<file path="config.mk">
export PLATFORM = sky130hd
export DESIGN_NAME = seg_scan_ctrl
export DESIGN_NICKNAME = d
export VERILOG_FILES = /design/src/rtl/seg_pkg.sv /design/src/rtl/scan_tick_cnt.sv /design/src/rtl/seg_scan_ctrl.sv
export SDC_FILE = /design/constraint.sdc
export NUM_CORES = 1
export LEC_CHECK = 0
export BUFFER_PORTS_ARGS = -buffer_cell sky130_fd_sc_hd__buf_2
export CAP_MARGIN = 20
export CORE_UTILIZATION = 50
export DETAILED_ROUTE_END_ITERATION = 7
export GPL_TIMING_DRIVEN = 0
export PLACE_DENSITY_LB_ADDON = 0.12
export RECOVER_POWER = 50
export SLEW_MARGIN = 10
export SYNTH_ARGS = -nofsm -noshare
export SYNTH_HDL_FRONTEND = slang
export SYNTH_HIERARCHICAL = 1
export SYNTH_SLANG_ARGS = --single-unit
</file>
<file path="constraint.sdc">
create_clock -name clk -period 4.3 [get_ports clk]
set_input_delay 0.86 -clock clk [delete_from_list [all_inputs] [get_ports clk]]
set_output_delay 0.86 -clock clk [all_outputs]
set_load 0.05 [all_outputs]
</file>
<file path="src/rtl/seg_pkg.sv">
// Shared FSM encoding and output polarity helper for the segment scan controller.
package seg_pkg;

    typedef enum logic [1:0] {
        IDLE = 2'd0,
        SHOW = 2'd1,
        GAP  = 2'd2
    } state_t;

    // Active-high drive in, pin-level drive out.
    function automatic logic [15:0] apply_pol(input logic [15:0] v, input bit act_low);
        return act_low ? ~v : v;
    endfunction

endpackage

</file>
<file path="src/rtl/scan_tick_cnt.sv">
// Dwell/blank cycle counter: clear, load, count up, flag terminal count.
// Latency: cnt registered, tc combinational on cnt. No backpressure.
module scan_tick_cnt #(
    parameter int W = 3
) (
    input  logic         clk,
    input  logic         rst_n,
    input  logic         clr,
    input  logic         load,
    input  logic [W-1:0] ld_val,
    input  logic [W-1:0] term,
    output logic [W-1:0] cnt,
    output logic         tc
);

    always_ff @(posedge clk) begin
        if (!rst_n || clr) begin
            cnt <= '0;
        end else if (load) begin
            cnt <= ld_val;
        end else begin
            cnt <= cnt + 1'b1;
        end
    end

    assign tc = (cnt == term);

endmodule

</file>
<file path="src/rtl/seg_scan_ctrl.sv">
// Multiplexed 7-segment scan controller: lights digits 0..num in turn with optional blanking.
// Latency: outputs registered, one edge after state decision. No backpressure; en=0 idles next edge.
module seg_scan_ctrl
    import seg_pkg::*;
#(
    parameter int N_DIGITS = 8,
    parameter int DWELL    = 4,
    parameter int BLANK    = 1,
    parameter int ACT_LOW  = 1,
    localparam int IDX_W   = $clog2(N_DIGITS)
) (
    input  logic                  clk,
    input  logic                  rst_n,
    input  logic                  en,
    input  logic [IDX_W-1:0]      num,
    input  logic [N_DIGITS*8-1:0] digit_data,
    output logic [N_DIGITS-1:0]   sel_out,
    output logic [7:0]            seg_out,
    output logic                  frame_done
);

    localparam int TMAX   = (DWELL > BLANK) ? DWELL : BLANK;
    localparam int TICK_W = $clog2(TMAX + 1);
    localparam logic [TICK_W-1:0] SHOW_TERM = TICK_W'(DWELL - 1);
    localparam logic [TICK_W-1:0] GAP_TERM  = TICK_W'((BLANK > 0) ? BLANK - 1 : 0);
    localparam logic [IDX_W-1:0]  LAST_IDX  = IDX_W'(N_DIGITS - 1);

    state_t              state;
    logic [IDX_W-1:0]    idx;
    logic [IDX_W-1:0]    lim;
    logic [IDX_W-1:0]    nxt;
    logic [7:0]          nxt_pat;
    logic [TICK_W-1:0]   tick;
    logic [TICK_W-1:0]   term;
    logic                tc;
    logic                cnt_clr;
    logic                adv;

    function automatic logic [N_DIGITS-1:0] sel_pol(input logic [N_DIGITS-1:0] v);
        return N_DIGITS'(apply_pol(16'(v), ACT_LOW != 0));
    endfunction

    function automatic logic [7:0] seg_pol(input logic [7:0] v);
        return 8'(apply_pol(16'(v), ACT_LOW != 0));
    endfunction

    // Limit re-evaluated every cycle; a shrinking limit below idx forces a wrap.
    assign lim     = (num > LAST_IDX) ? LAST_IDX : num;
    assign nxt     = (idx < lim) ? idx + 1'b1 : '0;
    assign nxt_pat = digit_data[{nxt, 3'b000} +: 8];
    assign adv     = tc && ((state == GAP) || (state == SHOW && BLANK == 0));

    assign cnt_clr = !en || (state == IDLE);
    assign term    = (state == GAP) ? GAP_TERM : SHOW_TERM;

    scan_tick_cnt #(
        .W(TICK_W)
    ) u_tick (
        .clk    (clk),
        .rst_n  (rst_n),
        .clr    (cnt_clr),
        .load   (tc),
        .ld_val ('0),
        .term   (term),
        .cnt    (tick),
        .tc     (tc)
    );

    // seg_out doubles as the pattern latch: written only on SHOW entry, so
    // digit_data changes during a dwell are not seen until the next visit.
    always_ff @(posedge clk) begin
        if (!rst_n || !en) begin
            state      <= IDLE;
            idx        <= '0;
            sel_out    <= sel_pol('0);
            seg_out    <= seg_pol('0);
            frame_done <= 1'b0;
        end else begin
            frame_done <= 1'b0;
            if (state == IDLE) begin
                state   <= SHOW;
                idx     <= '0;
                sel_out <= sel_pol(N_DIGITS'(1));
                seg_out <= seg_pol(digit_data[7:0]);
            end else if (adv) begin
                state      <= SHOW;
                idx        <= nxt;
                sel_out    <= sel_pol(N_DIGITS'(1) << nxt);
                seg_out    <= seg_pol(nxt_pat);
                frame_done <= (nxt == '0);
            end else if (state == SHOW && tc) begin
                state   <= GAP;
                sel_out <= sel_pol('0);
                seg_out <= seg_pol('0);
            end
        end
    end

endmodule

</file>
* Yosys cells after proc, flatten, opt, wreduce, memory -nomap -nowiden
Index checks and enable logic that the tools add are counted.
** Word-level totals
- Bits in registers :: 25
- Bits of input ports :: 70
- Output and inout bits :: 17
- Word-level logic and storage cells :: 47
** Cells by class
- $add $sub $neg :: 2
- Magnitude comparators :: 2
- Equality and inequality tests :: 3
- Shift operators :: 2
- Muxes and demuxes :: 11
- Bitwise logic cells :: 4
- Reductions and logical operators :: 15
** Operators with widths (number)
- $shiftx A64 B7 Y8 :: 1
- $mux W8 :: 4
- $not A8 Y8 :: 3
- $shl A1 B3 Y8 const A :: 1
- $add A3 B1 Y3 const B :: 2
- $mux W3 :: 2
- $reduce_or A3 Y1 :: 2
- $mux W1 :: 4
- $reduce_or A2 Y1 :: 2
- $eq A3 B2 Y1 :: 1
- $gt A3 B3 Y1 const B :: 1
- $logic_not A3 Y1 :: 1
- $logic_or A1 B1 Y1 :: 3
- $lt A3 B3 Y1 :: 1
- $reduce_bool A3 Y1 :: 1
- $eq A2 B1 Y1 const B :: 1
- $eq A2 B2 Y1 const B :: 1
- $logic_and A1 B1 Y1 :: 2
- $logic_not A1 Y1 :: 2
- $logic_not A2 Y1 :: 1
- $mux W2 :: 1
- $reduce_bool A2 Y1 :: 1
- $not A1 Y1 :: 1

* Longest topological paths before layout
- Depth after elaboration :: 8
- Depth in mapped cells :: 10
- Depth with buffers taken out :: 8

* By module
The synthesis kept the hierarchy.
** By module, submodules not included
- seg_scan_ctrl :: times used 1, cells each 187, area each 1590.3 sq um, sequential area each 440.4 sq um
- scan_tick_cnt :: times used 1, cells each 17, area each 168.9 sq um, sequential area each 60.1 sq um

* Least setup slack after synthesis
OpenSTA, ideal clock, no wires.
- Kind :: register to register
- Start :: register state[0]
- End :: register seg_out[2]
- Library setup time :: 0.135 ns
- Arrival :: 2.448 ns
- Data required time :: 4.165 ns
- Setup slack :: 1.717 ns
- Cell stages (with the launch flop) :: 11
- Buffers on the path :: 2
- Clock period less this slack :: 2.583 ns
- Cells stage by stage :: dfxtp_1 -> buf_2 -> nand2b_1 -> xor2_1 -> nor3_1 -> nand2b_1 -> a21oi_1 -> clkbuf_1 -> o31ai_1 -> o22ai_1 -> o311ai_1
** On the way
- Longest elaborated chain between the ends :: 6
- Elaborated cells on any way between the ends :: 10
- Those cells by class :: 3 x eq/ne; 3 x mux; 4 x reduce/logical
** RTL lines
- from (decl) :: RTL line seg_scan_ctrl.sv:28 : state_t state;
- from (signal assigned) :: RTL line seg_scan_ctrl.sv:73 : state <= IDLE;
- from (signal assigned) :: RTL line seg_scan_ctrl.sv:81 : state <= SHOW;
- from (signal assigned) :: RTL line seg_scan_ctrl.sv:86 : state <= SHOW;
- $eq A2 B2 Y1 (*) :: RTL line seg_scan_ctrl.sv:54 : assign term = (state == GAP) ? GAP_TERM : SHOW_TERM;
- $mux W2 (*) :: RTL line seg_scan_ctrl.sv:54
- via term[0] :: RTL line seg_scan_ctrl.sv:34 : logic [TICK_W-1:0] term;
- $eq A3 B2 Y1 (*) :: RTL line scan_tick_cnt.sv:26 : assign tc = (cnt == term);
- via tc :: RTL line seg_scan_ctrl.sv:35 : logic tc;
- $logic_and A1 B1 Y1 :: RTL line seg_scan_ctrl.sv:51 : assign adv = tc && ((state == GAP) || (state == SHOW && BLANK == 0));
- $mux W8 :: RTL line seg_scan_ctrl.sv:85 : end else if (adv) begin
- $mux W8 :: RTL line seg_scan_ctrl.sv:80 : if (state == IDLE) begin
- to (signal assigned) :: RTL line seg_scan_ctrl.sv:84 : seg_out <= seg_pol(digit_data[7:0]);
- to (signal assigned) :: RTL line seg_scan_ctrl.sv:89 : seg_out <= seg_pol(nxt_pat);
- to (signal assigned) :: RTL line seg_scan_ctrl.sv:94 : seg_out <= seg_pol('0);
- to (decl) :: RTL line seg_scan_ctrl.sv:18 : output logic [7:0] seg_out,
Mark *: on every way through the listed nets, which the timed path passes. The rest lies on a longest branch.
A chain may end at the register's enable or synchronous reset.

* Worst setup path after layout
- Start :: register state[0]
- End :: register seg_out[3]
Same word-level chain as after synthesis.

==> summary.md <==
| Metric | Value |
|---|---|
| Tightest Pin Transition | `0.974 ns` |
| Tot Pwr | `0.000447 W` |
| Post-synth top area cell | `dfxtp_1` |
| Yosys cell types | `44` |
| GRT met1 Usage | `34.3%` |
| Worst-Skew Late Latency | `0.33 ns` |
| Vias in the first global route | `1569` |
| Post-synth top area share | `28.4%` |
| First-pass GRT wire length | `7020 microns` |
| Clock share of power | `25.5%` |
| # rows | `21` |
| Most frequent cells in the layout | `buf_2 (73), dfxtp_1 (25), clkbuf_1 (20)` |
| Met2 GRT Util | `42.9%` |
| WL/cell | `14.1 microns` |
| PostCTS Resize Cnt | `0` |
| Final slew viol count | `0` |
| Design area | `2260 sq um` |
| Total power per unit cell area | `198 nW/um^2` |
| Worst-path maximum fanout | `11` |
| Register area share after synthesis | `28.4%` |
| Static leakage | `0.927 nW` |
| Highest clock rate | `311 MHz` |
| Critical Path AT | `3.43 ns` |
| Worst Setup Slack, final | `1.08 ns` |
| Worst Clk Skew | `0.00377 ns` |
| Layout cells sized above 1 | `33.3%` |
| Sw Ratio | `28.9%` |
| First-pass iteration count of the detailed router | `4` |
| N_diodes | `0` |
| CTS Buf Count | `3` |
| Peak supply drop | `0.177 mV` |
| Fin crit period | `3.22 ns` |
| Max clock buf depth | `2` |
| CTS tree | `done` |
| Max-Cap Viols | `0` |
| First DRT Iteration DRCs | `158` |
| Gr busiest metal | `met2` |
| Mapped Area | `1760 sq um` |
| ANT nets after route | `0` |
| HPWL Detailed | `3820 microns` |
| Int Pwr | `0.000317 W` |
| Post-CTS setup buffers | `0` |
| Clock tree root buffer cell | `clkbuf_4` |
| I/O pin count | `87` |
| Core area | `3360 sq um` |
| Post-DR vias/cell | `5.51` |
| Nets | `372` |
| Drt total wl | `4820 microns` |
| Fillers | `342` |
| Initial antenna violation count | `0` |
| Die H | `61.3 microns` |
| Syn-to-layout area delta | `28.5%` |
| CTS Sinks | `25` |
| IO Port Bufs | `86` |
| Slew margin rel. | `34.6%` |
| Htree depth | `1` |
| Syn_area_per_cell | `8.62 sq um` |
| Tot GR Track Use | `25.1%` |
| Final Hold Vio Count | `0` |
| Die width | `61.3 microns` |
| FF+latch count, synth | `25` |
| CP endpoint kind | `register` |
| Detailed-route via count | `1889` |
| Pin count of the biggest net entering global routing | `16` |
| Logic pwr share | `20.9%` |
| DP Area | `2260 sq um` |
| Fin crit share | `74.9%` |
| GR Util met3 | `2.94%` |
| Top cells by area, synth | `dfxtp_1 (28%), mux4_2 (6.4%), mux2_2 (5.1%), a21oi_1 (4.8%), o21ai_0 (4.8%)` |
| CP Class | `register to register` |
| Post-Syn Instances | `204` |
| Hold-fix buffers, CTS | `0` |
| Dpl ws | `1.24 ns` |
| Hold_ws | `0.502 ns` |
| Clock transition at path regs | `0.15 ns` |
| Initial Utilization | `52.3%` |
| Synth Flop Type | `dfxtp_1` |
| Outcome | `finished clean` |
| Post-route DRC | `0` |
| Most common cell after layout, fill and taps aside | `buf_2` |
| Number of flops mapped to enable cells by yosys | `0` |
| Die footprint | `3760 sq um` |
| Hold crit path type | `register to register` |
| Flop pwr share | `53.5%` |
| RSZ-0062 raised after global routing | `false` |
| Startpoint class of the critical path | `register` |
| FFs w/ async S/R, synth | `0%` |
| RePlAce Congestion | `0.872` |
| Global route total overflow | `0` |
| Fin Setup TNS | `0 ns` |
| Final setup vio count | `0` |
| YS warnings | `6` |
| Data required, critical path | `4.51 ns` |
| Sw Pwr | `0.000129 W` |
[state kept, by name, indices dropped and copies added, names as in the netlist]
signal and count:
seg_out 8, sel_out 8, idx 3, u_tick/cnt 3
state 2, frame_done 1
[power groups by stage]
| stage | Combinational (W) | Clock [W] | Sequential [W] |
|---|---|---|---|
| after floorplan | 0.0000387 | 0 | 0.000257 |
| after global placement | 0.0000922 | 0 | 0.000244 |
| after detailed placement | 0.0000938 | 0 | 0.000244 |
| after global routing | 0.000103 | 0.000125 | 0.000240 |
| after CTS | 0.0000941 | 0.000116 | 0.000239 |
| final | 0.0000934 | 0.000114 | 0.000239 |
[cell type report]
type	instances	area, sq um	area share (%)
repair buffers	86	409	18.1
well taps	46	57.6	2.55
flip-flops and latches	25	500	22.1
inverters	5	18.8	0.830
clock buffers	3	22.5	0.996
multi-input cells	165	1160	51.5
clock inverters	1	7.51	0.332
plain buffers	12	81.3	3.60
[layer usage]
| metal | routed length (microns) | vias up | part of all wire (%) |
|---|---|---|---|
| li1 | - | 953 | - |
| met1 | 2140 | 866 | 44 |
| met2 | 2360 | 68 | 49 |
| met3 | 303 | 2 | 6.3 |
| met4 | 23 | 0 | 0.48 |
| met5 | 0 | - | 0 |
[cells by family after synthesis]
group | count (synthesis) | share of synthesized area, %
multiplexers | 16 | 15.1
other | 1 | 0.213
AND/OR/NAND/NOR | 65 | 17.7
flip-flops | 25 | 28.4
adder cells (fa/ha/maj) | 4 | 2.85
XOR/XNOR | 6 | 3.84
buffers and inverters | 17 | 5.76
AO/OA/AOI/OAI | 70 | 26.1
[critical path, stage by stage, from the launching register on]
cell and delay (ns):
dfxtp_1 0.37, clkbuf_1 0.31, nand2b_1 0.23, xor2_1 0.09, nor3_1 0.80, nand2b_1 0.24
a21oi_1 0.30, clkbuf_1 0.36, o31ai_1 0.14, o22ai_1 0.13, o311ai_1 0.13
[synthesized netlist by cell type, drive strengths merged (4+ instances only)]
cell type,instances
dfxtp,25
nand2,19
o21ai,18
a21oi,17
nor2,16
buf,10
o22ai,10
mux2,8
nor3,8
mux4,7
nor2b,7
nand2b,6
a211oi,5
inv,5
o221ai,5
ha,4
xor2,4
[through the flow]
step / utilization, % / std cells
after floorplan: - / 207
after global placement: 67.2 / 339
after detailed placement: 67.2 / 339
after CTS: 68.0 / 343
after global routing: 67.2 / 343
final: 67.2 / 343
[path summary, 6_finish.rpt]
| path | from | endpoint | slack, ns | depth (start not counted) |
|---|---|---|---|---|
| worst max-delay path | state[0]$_SDFFE_PP0P_ | seg_out[3]$_SDFFE_PP1P_ | 1.08 | 10 |
| worst min-delay path | sel_out[6]$_SDFFE_PP1P_ | sel_out[6]$_SDFFE_PP1P_ | 0.50 | 2 |
| worst max register to register | state[0]$_SDFFE_PP0P_ | seg_out[3]$_SDFFE_PP1P_ | 1.08 | 10 |
| worst min register to register | sel_out[6]$_SDFFE_PP1P_ | sel_out[6]$_SDFFE_PP1P_ | 0.50 | 2 |
Note: power is estimated with default switching activity, not from simulation.
